## src/rtl/wb_buffer_pkg.sv

```systemverilog
// Shared definitions for the write buffer: request type codes, AXI constants,
// the drain FSM encoding and the buffered entry layout.
package wb_buffer_pkg;

    localparam logic [2:0] WR_BYTE = 3'd0;
    localparam logic [2:0] WR_HALF = 3'd1;
    localparam logic [2:0] WR_WORD = 3'd2;
    localparam logic [2:0] WR_LINE = 3'd4;

    localparam logic [1:0] AXI_BURST_INCR = 2'b01;
    localparam logic [2:0] AXI_SIZE_BYTE  = 3'd0;
    localparam logic [2:0] AXI_SIZE_HALF  = 3'd1;
    localparam logic [2:0] AXI_SIZE_WORD  = 3'd2;
    localparam logic [3:0] AXI_WRITE_ID   = 4'd1;
    localparam logic [7:0] AXI_LEN_LINE   = 8'd3;

    typedef enum logic [1:0] {
        StIdle,
        StAw,
        StW,
        StB
    } drain_state_e;

    typedef struct packed {
        logic [2:0]   wtype;
        logic [31:0]  addr;
        logic [3:0]   wstrb;
        logic [127:0] data;
    } wb_entry_t;

    localparam int unsigned ENTRY_W = $bits(wb_entry_t);
    // Bit offset of addr[4] inside a flattened entry (data and wstrb sit below addr).
    localparam int unsigned ENTRY_LINE_LSB = 128 + 4 + 4;

endpackage

```

## src/rtl/wb_fifo.sv

```systemverilog
// Synchronous circular FIFO exposing its head, every slot and a per-slot valid
// mask so the parent can search all pending entries.
module wb_fifo #(
    parameter int unsigned DEPTH = 2,
    parameter int unsigned WIDTH = 8
) (
    input  logic                   clk,
    input  logic                   rst,
    input  logic                   push,
    input  logic [WIDTH-1:0]       din,
    input  logic                   pop,
    output logic                   full,
    output logic                   empty,
    output logic [WIDTH-1:0]       head,
    output logic [DEPTH*WIDTH-1:0] entries,
    output logic [DEPTH-1:0]       valid
);

    localparam int unsigned PTR_W = $clog2(DEPTH);
    localparam int unsigned CNT_W = PTR_W + 1;

    logic [WIDTH-1:0] mem_q [DEPTH];
    logic [PTR_W-1:0] wr_ptr_q, rd_ptr_q;
    logic [CNT_W-1:0] count_q, count_d;
    logic             do_push, do_pop;

    assign full    = (count_q == CNT_W'(DEPTH));
    assign empty   = (count_q == '0);
    assign do_push = push && !full;
    assign do_pop  = pop && !empty;
    assign head    = mem_q[rd_ptr_q];

    always_comb begin
        count_d = count_q;
        if (do_push && !do_pop) begin
            count_d = count_q + CNT_W'(1);
        end else if (do_pop && !do_push) begin
            count_d = count_q - CNT_W'(1);
        end
    end

    always_ff @(posedge clk or posedge rst) begin
        if (rst) begin
            wr_ptr_q <= '0;
            rd_ptr_q <= '0;
            count_q  <= '0;
        end else begin
            if (do_push) wr_ptr_q <= wr_ptr_q + PTR_W'(1);
            if (do_pop)  rd_ptr_q <= rd_ptr_q + PTR_W'(1);
            count_q <= count_d;
        end
    end

    always_ff @(posedge clk) begin
        if (do_push) mem_q[wr_ptr_q] <= din;
    end

    // A slot is live when its distance from the read pointer is below the count.
    always_comb begin
        entries = '0;
        valid   = '0;
        for (int i = 0; i < int'(DEPTH); i++) begin
            logic [PTR_W-1:0] off;
            off = PTR_W'(i) - rd_ptr_q;
            entries[i*WIDTH +: WIDTH] = mem_q[i];
            valid[i] = (CNT_W'(off) < count_q);
        end
    end

endmodule

```

## src/rtl/wb_buffer.sv

```systemverilog
// Data-cache write buffer: queues byte/half/word/line writes and drains them
// one at a time as AXI write bursts, flagging read hazards against pending lines.
module wb_buffer
    import wb_buffer_pkg::*;
#(
    parameter int unsigned DEPTH = 2
) (
    input  logic         aclk,
    input  logic         areset,
    input  logic         wr_req,
    input  logic [2:0]   wr_type,
    input  logic [31:0]  wr_addr,
    input  logic [3:0]   wr_wstrb,
    input  logic [127:0] wr_data,
    output logic         wr_rdy,
    input  logic [31:0]  chk_addr,
    output logic         chk_hit,
    output logic         buf_empty,
    output logic [3:0]   awid,
    output logic [31:0]  awaddr,
    output logic [7:0]   awlen,
    output logic [2:0]   awsize,
    output logic [1:0]   awburst,
    output logic [1:0]   awlock,
    output logic [3:0]   awcache,
    output logic [2:0]   awprot,
    output logic         awvalid,
    input  logic         awready,
    output logic [3:0]   wid,
    output logic [31:0]  wdata,
    output logic [3:0]   wstrb,
    output logic         wlast,
    output logic         wvalid,
    input  logic         wready,
    input  logic [3:0]   bid,
    input  logic [1:0]   bresp,
    input  logic         bvalid,
    output logic         bready
);

    drain_state_e           state_q, state_d;
    logic [1:0]             beat_q, beat_d;
    logic                   pop, fifo_full, fifo_empty, head_line;
    wb_entry_t              push_entry, head;
    logic [DEPTH*ENTRY_W-1:0] entries;
    logic [DEPTH-1:0]       valid;
    logic                   unused_bits;

    assign push_entry = '{wtype: wr_type, addr: wr_addr, wstrb: wr_wstrb, data: wr_data};

    wb_fifo #(
        .DEPTH (DEPTH),
        .WIDTH (ENTRY_W)
    ) u_fifo (
        .clk     (aclk),
        .rst     (areset),
        .push    (wr_req),
        .din     (push_entry),
        .pop     (pop),
        .full    (fifo_full),
        .empty   (fifo_empty),
        .head    (head),
        .entries (entries),
        .valid   (valid)
    );

    assign wr_rdy    = !fifo_full;
    assign buf_empty = fifo_empty && (state_q == StIdle);

    always_ff @(posedge aclk or posedge areset) begin
        if (areset) begin
            state_q <= StIdle;
            beat_q  <= '0;
        end else begin
            state_q <= state_d;
            beat_q  <= beat_d;
        end
    end

    always_comb begin
        state_d = state_q;
        beat_d  = beat_q;
        awvalid = 1'b0;
        wvalid  = 1'b0;
        bready  = 1'b0;
        pop     = 1'b0;
        unique case (state_q)
            StIdle: if (!fifo_empty) state_d = StAw;
            StAw: begin
                awvalid = 1'b1;
                if (awready) begin
                    state_d = StW;
                    beat_d  = '0;
                end
            end
            StW: begin
                wvalid = 1'b1;
                if (wready) begin
                    beat_d = beat_q + 2'd1;
                    if (wlast) state_d = StB;
                end
            end
            StB: begin
                bready = 1'b1;
                // Entry stays in the FIFO until here so chk_hit covers the in-flight write.
                if (bvalid) begin
                    pop     = 1'b1;
                    state_d = StIdle;
                end
            end
            default: state_d = StIdle;
        endcase
    end

    // Payload comes straight from the head entry, which cannot move until the pop.
    assign head_line = (head.wtype == WR_LINE);
    assign awid      = AXI_WRITE_ID;
    assign wid       = AXI_WRITE_ID;
    assign awburst   = AXI_BURST_INCR;
    assign awlock    = '0;
    assign awcache   = '0;
    assign awprot    = '0;
    assign awaddr    = head_line ? {head.addr[31:4], 4'h0} : head.addr;
    assign awlen     = head_line ? AXI_LEN_LINE : 8'd0;
    assign awsize    = head_line ? AXI_SIZE_WORD : {1'b0, head.wtype[1:0]};
    assign wstrb     = head_line ? 4'hF : head.wstrb;
    assign wdata     = head_line ? head.data[{beat_q, 5'd0} +: 32] : head.data[31:0];
    assign wlast     = (awlen == {6'd0, beat_q});

    always_comb begin
        chk_hit = 1'b0;
        for (int i = 0; i < int'(DEPTH); i++) begin
            if (valid[i] && entries[i*ENTRY_W + ENTRY_LINE_LSB +: 28] == chk_addr[31:4]) begin
                chk_hit = 1'b1;
            end
        end
    end

    assign unused_bits = ^{bid, bresp, chk_addr[3:0], entries};

endmodule

```

## config.mk

```make
export PLATFORM = sky130hd
export DESIGN_NAME = wb_buffer
export DESIGN_NICKNAME = d
export VERILOG_FILES = /design/src/rtl/wb_buffer_pkg.sv /design/src/rtl/wb_fifo.sv /design/src/rtl/wb_buffer.sv
export SDC_FILE = /design/constraint.sdc
export NUM_CORES = 1
export LEC_CHECK = 0
export ABC_AREA = 1
export BUFFER_PORTS_ARGS = -buffer_cell sky130_fd_sc_hd__buf_2
export CORE_MARGIN = 3
export CORE_UTILIZATION = 55
export CTS_CLUSTER_SIZE = 28
export DETAILED_ROUTE_END_ITERATION = 6
export PLACE_DENSITY = 0.81
export SYNTH_ARGS = -nofsm -noshare
export SYNTH_HDL_FRONTEND = slang
export SYNTH_SLANG_ARGS = --single-unit
```

## constraint.sdc

```tcl
create_clock -name aclk -period 9.4 [get_ports aclk]
set_clock_uncertainty 0.1 [all_clocks]
set_input_delay 0 -clock aclk [delete_from_list [all_inputs] [get_ports aclk]]
set_output_delay 0 -clock aclk [all_outputs]
set_load 0.05 [all_outputs]
```

==> impl_metrics.env <==
export IMPL_die_w_um=169
export IMPL_die_h_um=169
export IMPL_rows=58
export IMPL_dp_cells=1814
export IMPL_postRouteAntennaNets=0
export IMPL_dieArea_um2=28400
export IMPL_synth_seq_area_share=0.703
export IMPL_yosysUniqueCellTypes=33
export IMPL_final_cells=2054
export IMPL_synth_commonest_cells="352 x nand2_1, 334 x edfxtp_1, 132 x o21ai_0, 90 x inv_1, 81 x nor2_1"
export IMPL_avgSynthCellArea_um2=11.6
export IMPL_ff2ff_path_depth=5
export IMPL_min_from="wr_data[71]"
export IMPL_num_io_pins=316
export IMPL_reg2reg_slack_ns=6.43
export IMPL_synth_top_family_by_area="simple AND/OR/NAND/NOR gates"
export IMPL_core_area_um2=25600
export IMPL_viasPerCell=5.41
export IMPL_synthTopCellsByArea="edfxtp_1 69%, nand2_1 9.1%, o21ai_0 4.5%, inv_1 2.3%, nor2_1 2.1%"
export IMPL_yosys_warnings=0
export IMPL_synth_compound_area_frac=0.0678
export IMPL_setup_viol=0
export IMPL_p_int_mw=3.40
export IMPL_synth_simple_area_share=0.131
export IMPL_wirelength_mm=39.4
export IMPL_ys_ff_latch=342
export IMPL_drive_above_1_share=0.208
export IMPL_p_leak_nw=7.73
export IMPL_yosysMostFrequentCell="nand2_1"
export IMPL_r2r_end="u_fifo.mem_q[1][82]"
export IMPL_syn_inst=1251
export IMPL_grt_pass1_wl_mm=60.5
export IMPL_drc=0
export IMPL_areaGrowthSynthToFinish_pct=29.9
export IMPL_wire_per_inst_um=19.2
export IMPL_final_util=0.738
export IMPL_nets=1912
export IMPL_critical_path_required_ns=9.30
export IMPL_grt_overflow=0
export IMPL_num_vias=11103
export IMPL_period_share=0.467
export IMPL_antenna_found_initial=4
export IMPL_critPathLaunch="u_fifo.rd_ptr_q"
export IMPL_fin_tns_setup_ns=0
export IMPL_worst_slew_pin_slew_ns=1.21
export IMPL_outcome="finished clean"
export IMPL_synthAdderAreaFrac=0.00516
export IMPL_layout_min_cycle_time_ns=4.39
export IMPL_htreeDepth=2
export IMPL_synth_edf_count=334
export IMPL_powerDensity_nw_per_um2=309
export IMPL_hpwl_mm=22.5
export IMPL_relSlewSlack=0.191
export IMPL_power_switching_mw=2.43
export IMPL_clock_path_buffers=3
export IMPL_max_freq_mhz=228
export IMPL_start_kind="flop"
export IMPL_cts_clk_slew_worst_paths_ns=0.06
export IMPL_clk_latency_ns=0.50
export IMPL_syn_area_um2=14500
export IMPL_place_area_um2=16100
export IMPL_initialDrtViolationCount=1046
export IMPL_p_clk_frac=0.232
export IMPL_grt_max_degree=83
export IMPL_swShare=0.417
export IMPL_peakVddDrop_mv=0.247
export IMPL_ys_flop_type="edfxtp_1"
export IMPL_yosysTopAreaCell="edfxtp_1"
export IMPL_async_reset_ff_frac=0.0234
export IMPL_grt_pass1_vias=11524
export IMPL_crit_arrival_ns=4.29
export IMPL_synth_xor_area_share=0.0187
export IMPL_hold_path_class="in -> reg"
export IMPL_max_cap_violations=0
export IMPL_power_frac_seq=0.382
export IMPL_numPortBuffers=279
export IMPL_criticalPathCategory="reg -> out"
export IMPL_muxShareOfSynthArea=0.0165
export IMPL_clock_sinks=342
export IMPL_fin_area_um2=18900
export IMPL_fin_ws_ns=5.01
export IMPL_rsz0062_at_grt="false"
export IMPL_hold_viol=0
export IMPL_path_max_fanout=75
export IMPL_yosysTopAreaCellShare=0.689
export IMPL_gp_congestion=0.875
export IMPL_pwr_share_comb=0.386
export IMPL_crit_path_end="wdata[16]"
export IMPL_critical_path_endpoint_type="primary output"
export IMPL_slew_violations=0
export IMPL_tritoncts="built"
export IMPL_cts_made_buffers=35
export IMPL_timing_rr_start="u_fifo.count_q[0]"
export IMPL_firstDrtPassIters=5
export IMPL_initial_core_util=0.568
export IMPL_root_buffer="clkbuf_16"
export IMPL_gr_usage_all_layers=0.271
export IMPL_dp_slack_ns=5.62
[how the worst min path moves through the flow]
stage,endpoint,slack (ns),cells after the start
6_report,u_fifo.mem_q[1][71],0.11,2
5_1_grt,u_fifo.mem_q[1][39],0.11,2
4_1_cts,u_fifo.mem_q[0][109],0.09,2
3_5_place_dp,state_q[0],-0.13,2
3_3_place_gp,state_q[0],-0.14,2
2_1_floorplan,beat_q[0],-0.28,1
[metrics by stage]
stage | power, mW | hold slack, ns
floorplan | 3.94 | -0.284
global placement | 4.35 | -0.140
detailed placement | 4.40 | -0.127
CTS | 5.79 | 0.0897
global route | 6.10 | 0.107
finish | 5.84 | 0.111
[logic make-up (layout without fill, tap and decap cells)]
logic type | count (synthesis) | count (layout)
XOR/XNOR | 31 | 31
other | 2 | 30
flip-flops | 342 | 342
multiplexers | 24 | 24
AO/OA/AOI/OAI | 194 | 194
AND/OR/NAND/NOR | 480 | 480
buffers and inverters | 172 | 617
adder cells (fa/ha/maj) | 6 | 6
[flip-flops by register name, indices dropped and copies added, names as in the netlist]
signal / flops
beat_q: 2
u_fifo.rd_ptr_q: 1
u_fifo.count_q: 2
u_fifo.wr_ptr_q: 1
u_fifo.mem_q: 334
state_q: 2
[cells in the final DEF, fill, tap and decap left out, types with 2 or more instances in the layout]
cell type	count
a21oi_1	34
buf_2	279
buf_4	8
bufinv_16	3
clkbuf_1	7
clkbuf_16	35
clkbuf_8	2
clkinv_1	8
clkinv_2	4
conb_1	26
dfrtp_1	7
diode_2	4
dlygate4sd3_1	174
edfxtp_1	334
ha_1	6
inv_1	90
inv_2	3
inv_6	3
mux2i_1	24
nand2_1	352
nand3_1	18
nand4_1	8
nor2_1	78
nor2_4	4
nor3_1	5
o211ai_1	3
o21ai_0	132
o21ai_1	21
o22ai_1	2
or2_2	11
xnor2_1	20
xor2_1	11
[power by group through the flow]
stage / registers [mW] / logic [mW] / clock network [mW]
final: 2.23 / 2.25 / 1.35
after global routing: 2.26 / 2.42 / 1.43
after CTS: 2.22 / 2.22 / 1.35
after detailed placement: 2.25 / 2.15 / 0
after global placement: 2.23 / 2.12 / 0
after floorplan: 2.29 / 1.64 / 0
[what timing repair did]
item | CTS | global route
hold buffers | 174 | 0
endpoints found under the hold margin | 349 | 0
gates resized for setup | 0 | 0
setup buffers | 0 | 0
[worst max-delay path, stage by stage, from the launching register on]
cell	delay, ns
dfrtp_4	0.60
buf_4	0.75
nand2_1	0.12
nand2_1	0.16
nand3_2	0.49
inv_2	0.76
o21ai_0	0.32
o21ai_0	0.19
buf_2	0.31
[per-layer routing]
| layer | up-vias | GRT usage | wire, um |
|---|---|---|---|
| met3 | 114 | 0.0560 | 3370 |
| met2 | 621 | 0.491 | 20500 |
| met1 | 5271 | 0.320 | 14200 |
| li1 | 5093 | - | - |
| met5 | - | 0 | 23 |
| met4 | 4 | 0.101 | 1280 |
[layout make-up]
cell class / instances / area (um^2)
flip-flops and latches: 342 / 10200
fillers: 1573 / 6720
multi-input cells: 761 / 3590
repair buffers: 461 / 3200
clock buffers: 44 / 930
well taps: 330 / 413
inverters: 94 / 355
clock inverters: 18 / 166
diodes: 4 / 10.0
No activity file was read; power rests on OpenSTA's default activity.
